==> src/rtl/vga_timing_gen.sv <==
// vga_timing_gen: raster timing for the pixel pipeline.
// Generates pix_x/pix_y, hsync/vsync, display_on and a once-per-frame strobe,
// and owns the per-frame horizontal scroll offset.
// Optional feature macro: VGA_SCROLL_EN (x_offset advances by scroll_speed each frame).
// Without it x_offset is tied to zero and pause/scroll_speed are ignored.
module vga_timing_gen #(
   parameter int unsigned H_DISPLAY = 640,
   parameter int unsigned H_FRONT   = 16,
   parameter int unsigned H_SYNC    = 96,
   parameter int unsigned H_BACK    = 48,
   parameter int unsigned V_DISPLAY = 480,
   parameter int unsigned V_FRONT   = 10,
   parameter int unsigned V_SYNC    = 2,
   parameter int unsigned V_BACK    = 33,
   parameter bit          SYNC_POL  = 1'b0
) (
   input  logic       clk,
   input  logic       rst_n,
   input  logic       ena,
   input  logic       pause,
   input  logic [3:0] scroll_speed,
   output logic [9:0] pix_x,
   output logic [9:0] pix_y,
   output logic       hsync,
   output logic       vsync,
   output logic       display_on,
   output logic       frame_start,
   output logic [9:0] x_offset
);

   localparam int unsigned CNT_W   = 10;
   localparam int unsigned SUM_W   = CNT_W + 1;
   localparam int unsigned H_TOTAL = H_DISPLAY + H_FRONT + H_SYNC + H_BACK;
   localparam int unsigned V_TOTAL = V_DISPLAY + V_FRONT + V_SYNC + V_BACK;

   localparam logic [CNT_W-1:0] H_LAST   = CNT_W'(H_TOTAL - 1);
   localparam logic [CNT_W-1:0] V_LAST   = CNT_W'(V_TOTAL - 1);
   localparam logic [CNT_W-1:0] H_VIS    = CNT_W'(H_DISPLAY);
   localparam logic [CNT_W-1:0] V_VIS    = CNT_W'(V_DISPLAY);
   localparam logic [CNT_W-1:0] HS_START = CNT_W'(H_DISPLAY + H_FRONT);
   localparam logic [CNT_W-1:0] HS_END   = CNT_W'(H_DISPLAY + H_FRONT + H_SYNC - 1);
   localparam logic [CNT_W-1:0] VS_START = CNT_W'(V_DISPLAY + V_FRONT);
   localparam logic [CNT_W-1:0] VS_END   = CNT_W'(V_DISPLAY + V_FRONT + V_SYNC - 1);

   // Counters are 10 bits wide; larger rasters cannot be represented.
   if (H_TOTAL > 1024 || V_TOTAL > 1024) begin : g_size_check
      $error("vga_timing_gen: H_TOTAL and V_TOTAL must not exceed 1024");
   end

   logic [CNT_W-1:0] h_q, h_d;
   logic [CNT_W-1:0] v_q, v_d;
   logic             hsync_q, hsync_d;
   logic             vsync_q, vsync_d;
   logic             de_q, de_d;
   logic             fs_q, fs_d;
   logic             h_last_c;
   logic             v_last_c;
   logic             wrap_c;

   // Next raster position; a disabled cycle holds position, deferring any wrap.
   always_comb begin
      h_d      = h_q;
      v_d      = v_q;
      h_last_c = (h_q == H_LAST);
      v_last_c = (v_q == V_LAST);
      wrap_c   = ena & h_last_c & v_last_c;
      if (ena) begin
         if (h_last_c) begin
            h_d = '0;
            v_d = v_last_c ? '0 : v_q + CNT_W'(1);
         end else begin
            h_d = h_q + CNT_W'(1);
         end
      end
   end

   // Decode the next position so the registered flags line up with pix_x/pix_y.
   always_comb begin
      hsync_d = ~SYNC_POL;
      vsync_d = ~SYNC_POL;
      de_d    = 1'b0;
      fs_d    = wrap_c;
      if (h_d >= HS_START && h_d <= HS_END) hsync_d = SYNC_POL;
      if (v_d >= VS_START && v_d <= VS_END) vsync_d = SYNC_POL;
      if (h_d < H_VIS && v_d < V_VIS)       de_d    = 1'b1;
   end

   // Raster state and decoded timing flags.
   always_ff @(posedge clk or negedge rst_n) begin
      if (!rst_n) begin
         h_q     <= '0;
         v_q     <= '0;
         hsync_q <= ~SYNC_POL;
         vsync_q <= ~SYNC_POL;
         de_q    <= 1'b1;
         fs_q    <= 1'b0;
      end else begin
         h_q     <= h_d;
         v_q     <= v_d;
         hsync_q <= hsync_d;
         vsync_q <= vsync_d;
         de_q    <= de_d;
         fs_q    <= fs_d;
      end
   end

   assign pix_x       = h_q;
   assign pix_y       = v_q;
   assign hsync       = hsync_q;
   assign vsync       = vsync_q;
   assign display_on  = de_q;
   assign frame_start = fs_q;

`ifdef VGA_SCROLL_EN
   logic [CNT_W-1:0] xo_q, xo_d;
   logic [SUM_W-1:0] sum_c;

   // Advance the scroll offset once per frame, modulo the visible width.
   always_comb begin
      xo_d  = xo_q;
      sum_c = SUM_W'(xo_q) + SUM_W'(scroll_speed);
      if (wrap_c && !pause) begin
         if (sum_c >= SUM_W'(H_DISPLAY)) begin
            xo_d = CNT_W'(sum_c - SUM_W'(H_DISPLAY));
         end else begin
            xo_d = sum_c[CNT_W-1:0];
         end
      end
   end

   // Scroll offset register; changes only on the frame-wrap edge.
   always_ff @(posedge clk or negedge rst_n) begin
      if (!rst_n) begin
         xo_q <= '0;
      end else begin
         xo_q <= xo_d;
      end
   end

   assign x_offset = xo_q;
`else
   logic unused_scroll;

   // Scroll disabled: offset fixed at zero, scroll controls have no effect.
   assign unused_scroll = ^{pause, scroll_speed};
   assign x_offset      = '0;
`endif

endmodule

==> config.mk <==
export PLATFORM = sky130hd
export DESIGN_NAME = vga_timing_gen
export DESIGN_NICKNAME = d
export VERILOG_FILES = /design/src/rtl/vga_timing_gen.sv
export SDC_FILE = /design/constraint.sdc
export NUM_CORES = 1
export LEC_CHECK = 0
export BUFFER_PORTS_ARGS = -buffer_cell sky130_fd_sc_hd__buf_2
export CORE_MARGIN = 2
export CORE_UTILIZATION = 40
export DETAILED_ROUTE_END_ITERATION = 8
export PLACE_DENSITY = 0.6
export SLEW_MARGIN = 15
export SYNTH_ARGS = -nofsm -noshare
export SYNTH_HDL_FRONTEND = slang
export SYNTH_SLANG_ARGS = --single-unit
==> constraint.sdc <==
create_clock -name clk -period 4.12 [get_ports clk]
set_input_delay 0.824 -clock clk [delete_from_list [all_inputs] [get_ports clk]]
set_output_delay 0.824 -clock clk [all_outputs]
set_load 0.05 [all_outputs]
==> results.md <==
* Initial Util at 42.00%
* Hold Path Class: input port to async pin
* Clock transition at path regs at 0.12 ns
* Total clock sinks at 24
* Ranking of synthesized cells by area: dfrtp_1, buf_4, dfstp_2
* FFs w/ async S/R, synth at between 90% and 100%
* Run status: finished, final reports clean
* Die extent in x at around 63 um
* Hold_buf cts at 0
* H-tree levels at 1
* Crit share post-route at between 50% and 60%
* Drt initial violations at around 100
* Yosys top cell area share at 37.20%
* CTS Buf Count at 3
* Final GP Congestion at roughly 0.86
* Nets@finish at around 190
* Post-synthesis cell area at approximately 1400 um2
* Post-synth EDFFs at 0
* Post-CTS Resized at 0
* Antenna cells at 0
* R2r startpoint: pix_x[0]$_DFF_PN0_
* Largest buffer count on any clock path at 2
* GRT Overall Usage at roughly 16%
* Power per cell area at approximately 450 nW/um2
* Die Y at ~63 um
* Num ports at 42
* Worst vdd ir at about 0.00018 V
* Final hold vios at 0
* DRC viols at 0
* Post-synth cell types at between 40 and 50
* Clock Skew at 0.003342 ns
* Post-detailed-route count of antenna-violating nets at 0
* Capture point of the worst reg-to-reg path: pix_y[8]$_DFF_PN0_
* CP required at around 4.3 ns
* Area growth, synth to finish at 9.389%
* Critical path type: input port to register
* CTS tree: built
* Critical Path AT at roughly 2.6 ns
* Area leader, netlist: dfrtp_1
* Overflow left after global routing at 0
* FF-to-FF path depth at 6
* Placed Instance Area at roughly 1500 um2
* Final Setup Violations at 0
* Synth Register Bits at 24
* Final Cell Area at roughly 1500 um2
* Crit-path max FO at 13
* Top FF cell, synth: dfrtp_1
* Fmax at roughly 420 MHz
* Worst-skew pair later-pin latency at about 0.30 ns
* Mean post-synth cell area at approximately 9.4 um2
* Max Cap Violations at 0
* Post-CTS Setup Inserts at 0
* Reg2Reg Setup Slack at 1.77 ns
* Cell row count at 21
* First-pass GRT wire length at around 5300 um
* Vias at ~1200
* Largest net degree at the start of global routing at 25
* Share of cells above drive strength 1 at a little over a fifth
* Overall routed net length at between 2000 and 3000 um
* Die area at between 4000 and 5000 um2
* Drt wl/cell at between 10 and 15 um
* Pre-antenna DRT Iters at 4
* RSZ-0062 raised after global routing: no
* Core area at about 3400 um2
* Worst slew pin tran at ~0.52 ns
* Port bufs at 26
* Clk root buf: clkbuf_4
* DP Wirelength at roughly 2200 um
* Setup_tns at 0 ns
* Yosys warns at 0
* Mapped Cells at 151
* Fin crit period at between 2 and 2.5 ns
* CP startpoint kind: input port
* Pleak at between 0.0007 and 0.0008 uW
* Antenna violations before repair at 0
* Vias in the first global route at ~1200
* FILL cells at approximately 350
* Critical path capture point type: register
* Max Slew Vio Count at 0
* Via density at approximately 5.3
* Fraction of the yosys area taken by sequential cells at between 40% and 50%
* Worst rel slew slack at between 60% and 70%
## how the worst max path moves through the flow
| stage | startpoint | to | slack (ns) | depth (start not counted) |
|---|---|---|---|---|
| 2_1_floorplan | pix_x[0]$_DFF_PN0_ | pix_y[8]$_DFF_PN0_ | 2.05 | 7 |
| 3_3_place_gp | ena | pix_y[8]$_DFF_PN0_ | 1.41 | 6 |
| 6_report | ena | pix_y[8]$_DFF_PN0_ | 1.73 | 6 |
| 5_1_grt | pix_x[0]$_DFF_PN0_ | pix_y[8]$_DFF_PN0_ | 1.53 | 6 |
| 3_5_place_dp | ena | pix_y[8]$_DFF_PN0_ | 1.45 | 6 |
| 4_1_cts | ena | pix_y[8]$_DFF_PN0_ | 1.77 | 6 |
## power breakdown
part           total [uW]  internal (uW)  switching [uW]
logic                 269           69.1             200
registers             322            269            52.7
clock network         102           37.7            63.9
total                 692            376             316
## layout by cell type, fill, tap and decap left out, types with 4 or more instances in the layout
cell type,instances
nand4_1,8
dfrtp_1,21
nor3_1,5
buf_2,26
nand3_1,7
o31ai_1,5
o21ai_0,5
conb_1,10
xnor2_1,6
inv_1,4
nand2_1,18
nor2_1,11
xor2_1,5
## worst max-delay path, stage by stage
cell,delay (ns)
buf_2,0.13
and4_1,0.33
nand4_1,0.46
nor3_1,0.51
nand4_1,0.17
xnor2_1,0.15
## area by class of cell
cell class	instances	area, um2	share of cell area [%]
clock buffer	4	26.28	1.700
inverter	4	15.01	0.9717
multi-input combinational	115	711.9	46.07
sequential	24	604.3	39.11
tap	46	57.56	3.725
timing repair buffer	26	130.1	8.421
## stage by stage
stage | util [%] | hold WS, ns | cells | total power [uW] | setup WS [ns]
detailed placement | 45.16 | 0.5161 | 215 | 598.0 | 1.446
finish | 45.94 | 0.4770 | 219 | 691.9 | 1.735
global route | 45.94 | 0.5077 | 219 | 741.2 | 1.532
floorplan | - | 0.5284 | 160 | 543.9 | 2.053
CTS | 45.94 | 0.4908 | 219 | 701.6 | 1.773
global placement | 45.16 | 0.4946 | 215 | 587.3 | 1.406
## registers in the layout (all words and copies together), names as in the netlist
register and count:
frame_start 1, hsync 1, vsync 1, display_on 1, pix_x 10, pix_y 10
## cells by family (layout without fill, tap and decap cells)
kind of cell               Yosys count  in the layout  share of synthesized area, %
and+or+nand+nor                     68             68                         26.22
DFF                                 24             24                         42.78
AOI/OAI and AO/OA                   22             22                         11.34
buffers and inverters               21             34                         9.211
xor gates and xnor gates            11             11                         6.820
adders and majority gates            3              3                         2.658
other                                1             10                        0.2655
muxes                                1              1                        0.7086
## layer usage
layer | vias to the layer above | part of all wire [%] | GRT usage, %
met5 | - | 0 | 0
met4 | 0 | 1.1 | 5.978
met3 | 4 | 4.9 | 2.857
met2 | 38 | 50 | 27.63
met1 | 561 | 44 | 20.34
li1 | 557 | - | -
## synthesized netlist by cell type (2+ instances only)
master	instances
nor3b_1	2
inv_1	4
and4_1	3
a21oi_1	2
nand4_1	8
nand3_1	7
buf_2	2
o31ai_1	5
nor2_1	11
buf_4	11
dfrtp_1	21
xnor2_1	6
o21ai_0	5
nor3_1	5
and2_1	3
ha_1	3
dfstp_2	3
nor2b_1	2
xor2_1	5
nand2_1	18
clkbuf_1	3
Power figures use the tool's default switching activity.
